### src/rtl/router_ctrl_fsm_if.sv
//----------------------------------------------------------------------------
// Module      : router_ctrl_fsm_if
// Description : Source / FIFO / register-block signals around the router FSM.
// Revision    : 1.0 - initial release
//----------------------------------------------------------------------------
`default_nettype none

interface router_ctrl_fsm_if #(
    parameter int NUM_PORTS  = 3,
    parameter int ADDR_WIDTH = 2
);
    logic                  pkt_valid;
    logic [ADDR_WIDTH-1:0] data_in;
    logic                  fifo_full;
    logic [NUM_PORTS-1:0]  fifo_empty;
    logic [NUM_PORTS-1:0]  soft_reset;
    logic                  parity_done;
    logic                  low_packet_valid;

    logic [ADDR_WIDTH-1:0] addr_sel;
    logic                  detect_add;
    logic                  lfd_state;
    logic                  ld_state;
    logic                  laf_state;
    logic                  full_state;
    logic                  rst_int_reg;
    logic                  write_enb_reg;
    logic                  busy;

    modport master (
        output pkt_valid, data_in, fifo_full, fifo_empty, soft_reset,
               parity_done, low_packet_valid,
        input  addr_sel, detect_add, lfd_state, ld_state, laf_state,
               full_state, rst_int_reg, write_enb_reg, busy
    );

    modport slave (
        input  pkt_valid, data_in, fifo_full, fifo_empty, soft_reset,
               parity_done, low_packet_valid,
        output addr_sel, detect_add, lfd_state, ld_state, laf_state,
               full_state, rst_int_reg, write_enb_reg, busy
    );
endinterface

`default_nettype wire

### src/rtl/router_ctrl_fsm.sv
//----------------------------------------------------------------------------
// Module      : router_ctrl_fsm
// Description : 1x3 router input-path controller: header decode, FIFO
//               hold-off and per-phase strobes for the packet register block.
// Revision    : 1.0 - initial release
//----------------------------------------------------------------------------
`default_nettype none

module router_ctrl_fsm #(
    parameter int NUM_PORTS  = 3,
    parameter int ADDR_WIDTH = 2
) (
    input wire              clock,
    input wire              reset,
    router_ctrl_fsm_if.slave bus
);
    localparam logic [ADDR_WIDTH:0] c_NUM_PORTS = NUM_PORTS[ADDR_WIDTH:0];

    typedef enum logic [2:0] {
        S_DECODE_ADDRESS     = 3'd0,
        S_WAIT_TILL_EMPTY    = 3'd1,
        S_LOAD_FIRST_DATA    = 3'd2,
        S_LOAD_DATA          = 3'd3,
        S_FIFO_FULL_STATE    = 3'd4,
        S_LOAD_AFTER_FULL    = 3'd5,
        S_LOAD_PARITY        = 3'd6,
        S_CHECK_PARITY_ERROR = 3'd7
    } state_t;

    state_t                r_state;
    state_t                w_next;
    logic [ADDR_WIDTH-1:0] r_addr_sel;
    logic                  r_detect_add;
    logic                  r_lfd_state;
    logic                  r_ld_state;
    logic                  r_laf_state;
    logic                  r_full_state;
    logic                  r_rst_int_reg;
    logic                  r_write_enb_reg;
    logic                  r_busy;

    logic w_addr_valid;
    logic w_hdr_accept;
    logic w_soft_rst;

    assign w_addr_valid = ({1'b0, bus.data_in} < c_NUM_PORTS);
    assign w_hdr_accept = (r_state == S_DECODE_ADDRESS) && bus.pkt_valid && w_addr_valid;
    // addr_sel only ever latches a valid address, the range guard keeps the index safe
    assign w_soft_rst   = ({1'b0, r_addr_sel} < c_NUM_PORTS) && bus.soft_reset[r_addr_sel];

    always_comb begin
        w_next = r_state;
        case (r_state)
            S_DECODE_ADDRESS: begin
                if (w_hdr_accept)
                    w_next = bus.fifo_empty[bus.data_in] ? S_LOAD_FIRST_DATA : S_WAIT_TILL_EMPTY;
            end
            S_WAIT_TILL_EMPTY: begin
                if (bus.fifo_empty[r_addr_sel])
                    w_next = S_LOAD_FIRST_DATA;
            end
            S_LOAD_FIRST_DATA: w_next = S_LOAD_DATA;
            S_LOAD_DATA: begin
                if (bus.fifo_full)
                    w_next = S_FIFO_FULL_STATE;
                else if (!bus.pkt_valid)
                    w_next = S_LOAD_PARITY;
            end
            S_FIFO_FULL_STATE: begin
                if (!bus.fifo_full)
                    w_next = S_LOAD_AFTER_FULL;
            end
            S_LOAD_AFTER_FULL: begin
                if (bus.parity_done)
                    w_next = S_DECODE_ADDRESS;
                else if (bus.low_packet_valid)
                    w_next = S_LOAD_PARITY;
                else
                    w_next = S_LOAD_DATA;
            end
            S_LOAD_PARITY: w_next = S_CHECK_PARITY_ERROR;
            S_CHECK_PARITY_ERROR: begin
                w_next = bus.fifo_full ? S_FIFO_FULL_STATE : S_DECODE_ADDRESS;
            end
            default: w_next = S_DECODE_ADDRESS;
        endcase

        if ((r_state != S_DECODE_ADDRESS) && w_soft_rst)
            w_next = S_DECODE_ADDRESS;
    end

    // Outputs are decoded from the next state so they are registered yet
    // still line up with the state they describe.
    always_ff @(posedge clock) begin
        if (reset) begin
            r_state         <= S_DECODE_ADDRESS;
            r_addr_sel      <= '0;
            r_detect_add    <= 1'b1;
            r_lfd_state     <= 1'b0;
            r_ld_state      <= 1'b0;
            r_laf_state     <= 1'b0;
            r_full_state    <= 1'b0;
            r_rst_int_reg   <= 1'b0;
            r_write_enb_reg <= 1'b0;
            r_busy          <= 1'b0;
        end else begin
            r_state <= w_next;
            if (w_hdr_accept)
                r_addr_sel <= bus.data_in;
            r_detect_add    <= (w_next == S_DECODE_ADDRESS);
            r_lfd_state     <= (w_next == S_LOAD_FIRST_DATA);
            r_ld_state      <= (w_next == S_LOAD_DATA);
            r_laf_state     <= (w_next == S_LOAD_AFTER_FULL);
            r_full_state    <= (w_next == S_FIFO_FULL_STATE);
            r_rst_int_reg   <= (w_next == S_CHECK_PARITY_ERROR);
            r_write_enb_reg <= (w_next == S_LOAD_FIRST_DATA) || (w_next == S_LOAD_DATA) ||
                               (w_next == S_LOAD_PARITY)     || (w_next == S_LOAD_AFTER_FULL);
            r_busy          <= !((w_next == S_DECODE_ADDRESS) || (w_next == S_LOAD_DATA));
        end
    end

    assign bus.addr_sel      = r_addr_sel;
    assign bus.detect_add    = r_detect_add;
    assign bus.lfd_state     = r_lfd_state;
    assign bus.ld_state      = r_ld_state;
    assign bus.laf_state     = r_laf_state;
    assign bus.full_state    = r_full_state;
    assign bus.rst_int_reg   = r_rst_int_reg;
    assign bus.write_enb_reg = r_write_enb_reg;
    assign bus.busy          = r_busy;

endmodule

`default_nettype wire

### src/flat_wrapper.sv
// flat-port wrapper written by rule: the top's interface ports become plain ports
module router_ctrl_fsm_flat 
#(
    parameter int NUM_PORTS  = 3,
    parameter int ADDR_WIDTH = 2
)
  (clock, reset, bus_pkt_valid, bus_data_in, bus_fifo_full, bus_fifo_empty, bus_soft_reset, bus_parity_done, bus_low_packet_valid, bus_addr_sel, bus_detect_add, bus_lfd_state, bus_ld_state, bus_laf_state, bus_full_state, bus_rst_int_reg, bus_write_enb_reg, bus_busy);
  router_ctrl_fsm_if #(.NUM_PORTS(NUM_PORTS), .ADDR_WIDTH(ADDR_WIDTH)) bus_i ();
  input wire clock;
  input wire reset;
  input wire logic [$bits(bus_i.pkt_valid)-1:0] bus_pkt_valid;
  input wire logic [$bits(bus_i.data_in)-1:0] bus_data_in;
  input wire logic [$bits(bus_i.fifo_full)-1:0] bus_fifo_full;
  input wire logic [$bits(bus_i.fifo_empty)-1:0] bus_fifo_empty;
  input wire logic [$bits(bus_i.soft_reset)-1:0] bus_soft_reset;
  input wire logic [$bits(bus_i.parity_done)-1:0] bus_parity_done;
  input wire logic [$bits(bus_i.low_packet_valid)-1:0] bus_low_packet_valid;
  output wire logic [$bits(bus_i.addr_sel)-1:0] bus_addr_sel;
  output wire logic [$bits(bus_i.detect_add)-1:0] bus_detect_add;
  output wire logic [$bits(bus_i.lfd_state)-1:0] bus_lfd_state;
  output wire logic [$bits(bus_i.ld_state)-1:0] bus_ld_state;
  output wire logic [$bits(bus_i.laf_state)-1:0] bus_laf_state;
  output wire logic [$bits(bus_i.full_state)-1:0] bus_full_state;
  output wire logic [$bits(bus_i.rst_int_reg)-1:0] bus_rst_int_reg;
  output wire logic [$bits(bus_i.write_enb_reg)-1:0] bus_write_enb_reg;
  output wire logic [$bits(bus_i.busy)-1:0] bus_busy;
  assign bus_i.pkt_valid = bus_pkt_valid;
  assign bus_i.data_in = bus_data_in;
  assign bus_i.fifo_full = bus_fifo_full;
  assign bus_i.fifo_empty = bus_fifo_empty;
  assign bus_i.soft_reset = bus_soft_reset;
  assign bus_i.parity_done = bus_parity_done;
  assign bus_i.low_packet_valid = bus_low_packet_valid;
  assign bus_addr_sel = bus_i.addr_sel;
  assign bus_detect_add = bus_i.detect_add;
  assign bus_lfd_state = bus_i.lfd_state;
  assign bus_ld_state = bus_i.ld_state;
  assign bus_laf_state = bus_i.laf_state;
  assign bus_full_state = bus_i.full_state;
  assign bus_rst_int_reg = bus_i.rst_int_reg;
  assign bus_write_enb_reg = bus_i.write_enb_reg;
  assign bus_busy = bus_i.busy;
  router_ctrl_fsm #(.NUM_PORTS(NUM_PORTS), .ADDR_WIDTH(ADDR_WIDTH)) u_core (.clock(clock), .reset(reset), .bus(bus_i));
endmodule
### config.mk
export PLATFORM = sky130hd
export DESIGN_NAME = router_ctrl_fsm_flat
export DESIGN_NICKNAME = d
export VERILOG_FILES = /design/src/rtl/router_ctrl_fsm_if.sv /design/src/rtl/router_ctrl_fsm.sv /design/src/flat_wrapper.sv
export SDC_FILE = /design/constraint.sdc
export NUM_CORES = 1
export LEC_CHECK = 0
export CAP_MARGIN = 5
export CORE_UTILIZATION = 35
export CTS_CLUSTER_DIAMETER = 30
export DETAILED_ROUTE_END_ITERATION = 6
export SETUP_SLACK_MARGIN = 0.05
export SLEW_MARGIN = 20
export SYNTH_ARGS = -nofsm -noshare
export SYNTH_HDL_FRONTEND = slang
export SYNTH_SLANG_ARGS = --single-unit
### constraint.sdc
create_clock -name clock -period 2.1 [get_ports clock]
set_input_delay 0.42 -clock clock [delete_from_list [all_inputs] [get_ports clock]]
set_output_delay 0.42 -clock clock [all_outputs]
set_load 0.1 [all_outputs]
**Word level (Yosys, flattened, before mapping)**

Cells that the tools add are included.

- Register bits: 13
- Output and inout bits: 10
- Bits of input ports: 14
- Word-level logic and storage cells: 56

- Eq/ne operators: 13
- $lt $le $gt $ge: 4
- Multiplexer cells: 17
- Reduce and logical (&&, ||, !) cells: 12

Operators by type and width:

| cell | count |
|---|---|
| two-way mux 3 bit | 9 |
| equality test 3 bit, second input constant | 8 |
| case mux 3 bit (8 select lines) | 1 |
| equality test 3 x 2 -> 1 bit, second input constant | 4 |
| binary-select mux 1 bit (select 2 bit) | 3 |
| logical NOT 3 bit | 2 |
| < comparator 2 x 3 -> 1 bit, second input constant | 2 |
| logical AND 1 bit | 4 |
| logical OR 1 bit | 4 |
| < comparator 2 bit, second input constant | 2 |
| equality test 3 x 1 -> 1 bit, second input constant | 1 |
| two-way mux 1 bit | 3 |
| nonzero test 3 bit | 1 |
| two-way mux 2 bit | 1 |
| logical NOT 1 bit | 1 |

**Depth between registers and ports, before layout**

- Word-level depth: 10
- Gate-level depth with buffers: 7

**Worst setup path before layout**

No wires, ideal clock.

- Path type: reg2reg
- Start: register u_core.r_addr_sel[1], in the netlist u_core.bus.addr_sel[1]
- End: register u_core.r_write_enb_reg, in the netlist u_core.bus.write_enb_reg
- Arrival: 2290 ps
- Period minus slack after synthesis: 2360 ps
- Setup slack: -260 ps
- Data required time: 2030 ps
- Library setup time: 70 ps
- Cell stages (with the launch flop): 7
- Buffers on the path: 0
- Cell sequence: dfxtp_1 > mux2i_1 > o21ai_0 > o21ai_0 > a22o_1 > or3b_1 > a21oi_1

- Word-level cells in the longest chain between the ends: 9

RTL lines:

| item | RTL line | source |
|---|---|---|
| start, declared | router_ctrl_fsm.sv:32 | `logic [ADDR_WIDTH-1:0] r_addr_sel;` |
| start signal, assigned | router_ctrl_fsm.sv:109 | `r_addr_sel <= bus.data_in;` |
| binary-select mux 1 bit (select 2 bit), on equally long branches | router_ctrl_fsm.sv:59, router_ctrl_fsm.sv:49 |  |
| two-way mux 1 bit, on equally long branches | router_ctrl_fsm.sv:59, router_ctrl_fsm.sv:49 |  |
| two-way mux 3 bit / logical AND 1 bit (equally long branches) | router_ctrl_fsm.sv:59, router_ctrl_fsm.sv:49 |  |
| case mux 3 bit (8 select lines) / logical AND 1 bit (equally long branches) | router_ctrl_fsm.sv:53, router_ctrl_fsm.sv:88 |  |
| two-way mux 3 bit (*) | router_ctrl_fsm.sv:88 | `if ((r_state != S_DECODE_ADDRESS) && w_soft_rst)` |
| equality test 3 x 2 -> 1 bit | router_ctrl_fsm.sv:116 | `r_write_enb_reg <= (w_next == S_LOAD_FIRST_DATA) \|\| (w_next == S_LOAD_DATA) \|\|` |
| logical OR 1 bit (2 in series) | router_ctrl_fsm.sv:116 |  |
| logical OR 1 bit (*) | router_ctrl_fsm.sv:117 | `(w_next == S_LOAD_PARITY) \|\| (w_next == S_LOAD_AFTER_FULL);` |
| end signal, assigned | router_ctrl_fsm.sv:116 |  |
| end, declared | router_ctrl_fsm.sv:39 | `logic r_write_enb_reg;` |

Every way passes the cells marked *; elsewhere a longest branch is shown, timed or not. The select of a mux whose other input is x is not followed.
A chain may end at the register's enable or synchronous reset.

**Final worst setup path**

- Start: register u_core.r_state[0]
- End: register u_core.r_ld_state, in the netlist u_core.bus.ld_state

- Word-level cells in the longest chain between the ends: 7

RTL lines:

| item | RTL line | source |
|---|---|---|
| start, declared | router_ctrl_fsm.sv:30 | `state_t r_state;` |
| start signal, assigned | router_ctrl_fsm.sv:107 | `r_state <= w_next;` |
| logical NOT 3 bit | router_ctrl_fsm.sv:47, router_ctrl_fsm.sv:53 |  |
| logical AND 1 bit (2 in series) | router_ctrl_fsm.sv:47 | `assign w_hdr_accept = (r_state == S_DECODE_ADDRESS) && bus.pkt_valid && w_addr_valid;` |
| two-way mux 3 bit | router_ctrl_fsm.sv:55 | `if (w_hdr_accept)` |
| case mux 3 bit (8 select lines) | router_ctrl_fsm.sv:53 | `case (r_state)` |
| two-way mux 3 bit (*) | router_ctrl_fsm.sv:88 |  |
| equality test 3 x 2 -> 1 bit (*) | router_ctrl_fsm.sv:112 | `r_ld_state <= (w_next == S_LOAD_DATA);` |
| end signal, assigned | router_ctrl_fsm.sv:112 |  |
| end, declared | router_ctrl_fsm.sv:35 | `logic r_ld_state;` |

Every way passes the cells marked *; elsewhere a longest branch is shown, timed or not.

==> results.sh <==
export IMPL_clk_transition_reported_paths_ns=0.07
export IMPL_pin_count=24
export IMPL_num_vias=638
export IMPL_reg2reg_depth=6
export IMPL_insertion_delay_ns=0.26
export IMPL_yosysTopAreaCellShare_pct=38.2
export IMPL_postCtsResizedCells=4
export IMPL_antenna_found_initial=0
export IMPL_netlist_instances=75
export IMPL_yosys_cell_types_count=35
export IMPL_fmax_mhz=518
export IMPL_fin_total_pwr_mw=0.656
export IMPL_grt_max_degree=11
export IMPL_seq_area_frac_synth_pct=38.2
export IMPL_drtAntennaViolNets=0
export IMPL_drt_iter0_markers=2
export IMPL_cts_root_buf="clkbuf_4"
export IMPL_worst_pin_slew_ns=0.367
export IMPL_largest_register_ffs=3
export IMPL_setup_worst_path_end_class="flop"
export IMPL_maxCapViolations=0
export IMPL_hold_ws_ns=0.550
export IMPL_wl_per_cell_um=11.0
export IMPL_leakage_nw=0.412
export IMPL_fin_skew_ns=0.00210
export IMPL_via_per_inst=4.83
export IMPL_drt_wl_total_mm=1.46
export IMPL_vdd_drop_max_mv=0.398
export IMPL_timing_final_ws_setup_ns=0.169
export IMPL_cts_path_max_buffers=2
export IMPL_r2r_end="u_core.bus.ld_state$_SDFF_PP0_"
export IMPL_multi_input_area_um2=400
export IMPL_regArea_um2=263
export IMPL_place_ws_ns=-0.255
export IMPL_rows=15
export IMPL_gp_congestion=0.740
export IMPL_r2r_setup_slack_ns=0.17
export IMPL_grt_use_total_pct=17.1
export IMPL_firstDrtPassIters=2
export IMPL_fin_crit_ns=1.93
export IMPL_htree_levels=1
export IMPL_cts_tree="done"
export IMPL_nFillCells=186
export IMPL_start_util_pct=38.2
export IMPL_period_share_pct=91.9
export IMPL_fin_setup_tns_ns=0
export IMPL_cts_buffers=3
export IMPL_drive_gt1_share_pct=32.7
export IMPL_postCtsHoldBufs=0
export IMPL_grt_pass1_wl_mm=2.50
export IMPL_synth_edf_count=0
export IMPL_synth_area_um2=681
export IMPL_rsz0062_at_grt="false"
export IMPL_coreArea_um2=1780
export IMPL_io_buffers=23
export IMPL_whs_path_depth=1
export IMPL_synth_top_cell_by_area="dfxtp_1"
export IMPL_fin_nets=122
export IMPL_final_common_cell="buf_4"
export IMPL_power_density_nw_per_um2=661
export IMPL_cts_num_sinks=13
export IMPL_crit_reg2reg_launch="u_core.r_state[0]$_SDFF_PP0_"
export IMPL_drv_slew=0
export IMPL_relSlewSlack_pct=75.2
export IMPL_areaGrowthSynthToFinish_pct=45.8
export IMPL_grt_overflow_total=0
export IMPL_post_cts_buffers=0
export IMPL_ys_ff_latch=13
export IMPL_avgSynthCellArea_um2=9.08
export IMPL_cp_start_kind="flop"
export IMPL_worstHoldStart="u_core.bus.addr_sel[1]$_SDFFE_PP0N_"
export IMPL_ys_dominant_reg_cell="dfxtp_1"
export IMPL_placed_cells=128
export IMPL_yosys_warnings=0
export IMPL_top_register="u_core.r_state"
export IMPL_cp_startpoint="u_core.r_state[0]$_SDFF_PP0_"
export IMPL_critPathMaxFanout=8
export IMPL_dpl_hpwl_mm=1.08
export IMPL_die_y_um=46.1
export IMPL_stdcell_count=132
export IMPL_cp_required_ns=2.30
export IMPL_crit_type="flop to flop"
export IMPL_status="completed"
export IMPL_antenna_cells=0
export IMPL_synthesis_nets=89
export IMPL_cp_arrival_ns=2.13
export IMPL_fp_dieArea_um2=2130
export IMPL_setup_violations_final=0
export IMPL_drc=0
export IMPL_hold_path_class="flop to flop"
export IMPL_synthArstFlopShare_pct=0
export IMPL_grt_pass1_vias=615
export IMPL_layout_common_cells="17 x buf_4, 12 x clkdlybuf4s50_1, 11 x dfxtp_1"
export IMPL_chipWidth_um=46.1
export IMPL_hold_violations=0
export IMPL_synth_area_leaders="dfxtp_1 38%, nor2_1 5.5%, mux2i_1 4.4%"
export IMPL_min_to="u_core.bus.addr_sel[1]$_SDFFE_PP0N_"
-- area by class of cell --
cell class	count	area share (%)
well taps	25	3.15
multi-input cells	56	40.4
clock buffers	4	2.65
inverters	4	1.51
repair buffers	30	25.9
flip-flops and latches	13	26.5
-- worst max path at each step --
stage               cells past startpoint                             endpoint  slack, ns
floorplan                               6  u_core.bus.write_enb_reg$_SDFF_PP0_       0.12
global placement                        7       u_core.bus.ld_state$_SDFF_PP0_      -0.22
detailed placement                      7       u_core.bus.ld_state$_SDFF_PP0_      -0.26
CTS                                     6       u_core.bus.ld_state$_SDFF_PP0_       0.19
global route                            6       u_core.bus.ld_state$_SDFF_PP0_       0.10
finish                                  6       u_core.bus.ld_state$_SDFF_PP0_       0.17
-- Yosys cell counts, types with 2 or more instances --
cell type / count
dfxtp_1: 13
nand2_1: 4
nor2_1: 10
inv_1: 4
nand3b_1: 3
o21ai_0: 3
a21oi_1: 5
a21oi_2: 2
a21o_1: 2
o21a_1: 2
mux2i_1: 3
-- layer usage --
metal / track usage [%] / routed length (µm) / vias to the layer above
met5: 0 / 0 / -
met4: 10.6 / 40 / 0
met3: 5.10 / 51 / 4
met2: 26.5 / 658 / 10
met1: 20.5 / 705 / 291
li1: - / - / 333
-- logic make-up (layout without fill, tap and decap cells) --
logic type	Yosys count	count (layout)	synth area share [%]
mux	3	3	4.41
flops	13	13	38.2
simple gates	31	31	29.6
buf+inv	6	38	4.59
compound gates	21	21	21.9
xor+xnor	1	1	1.29
-- worst max-delay path, cell delays in order (launching register included) --
cell and delay, ns:
dfxtp_1 0.38, or4b_4 0.57, a21oi_2 0.13, nand2_1 0.09
a22o_4 0.27, or2_4 0.25, nor3b_2 0.17
-- stage by stage --
stage               utilization, %  area [µm²]
global route                  55.6         992
detailed placement            53.6         956
floorplan                        -         683
CTS                           55.6         992
global placement              53.6         956
finish                        55.6         992
-- power breakdown --
| group | leakage (nW) | switching (mW) | internal (mW) |
|---|---|---|---|
| Sequential | 0.107 | 0.0148 | 0.262 |
| Combinational | 0.290 | 0.144 | 0.0893 |
| Clock | 0.0150 | 0.0731 | 0.0734 |
Power figures use the tool's default switching activity.
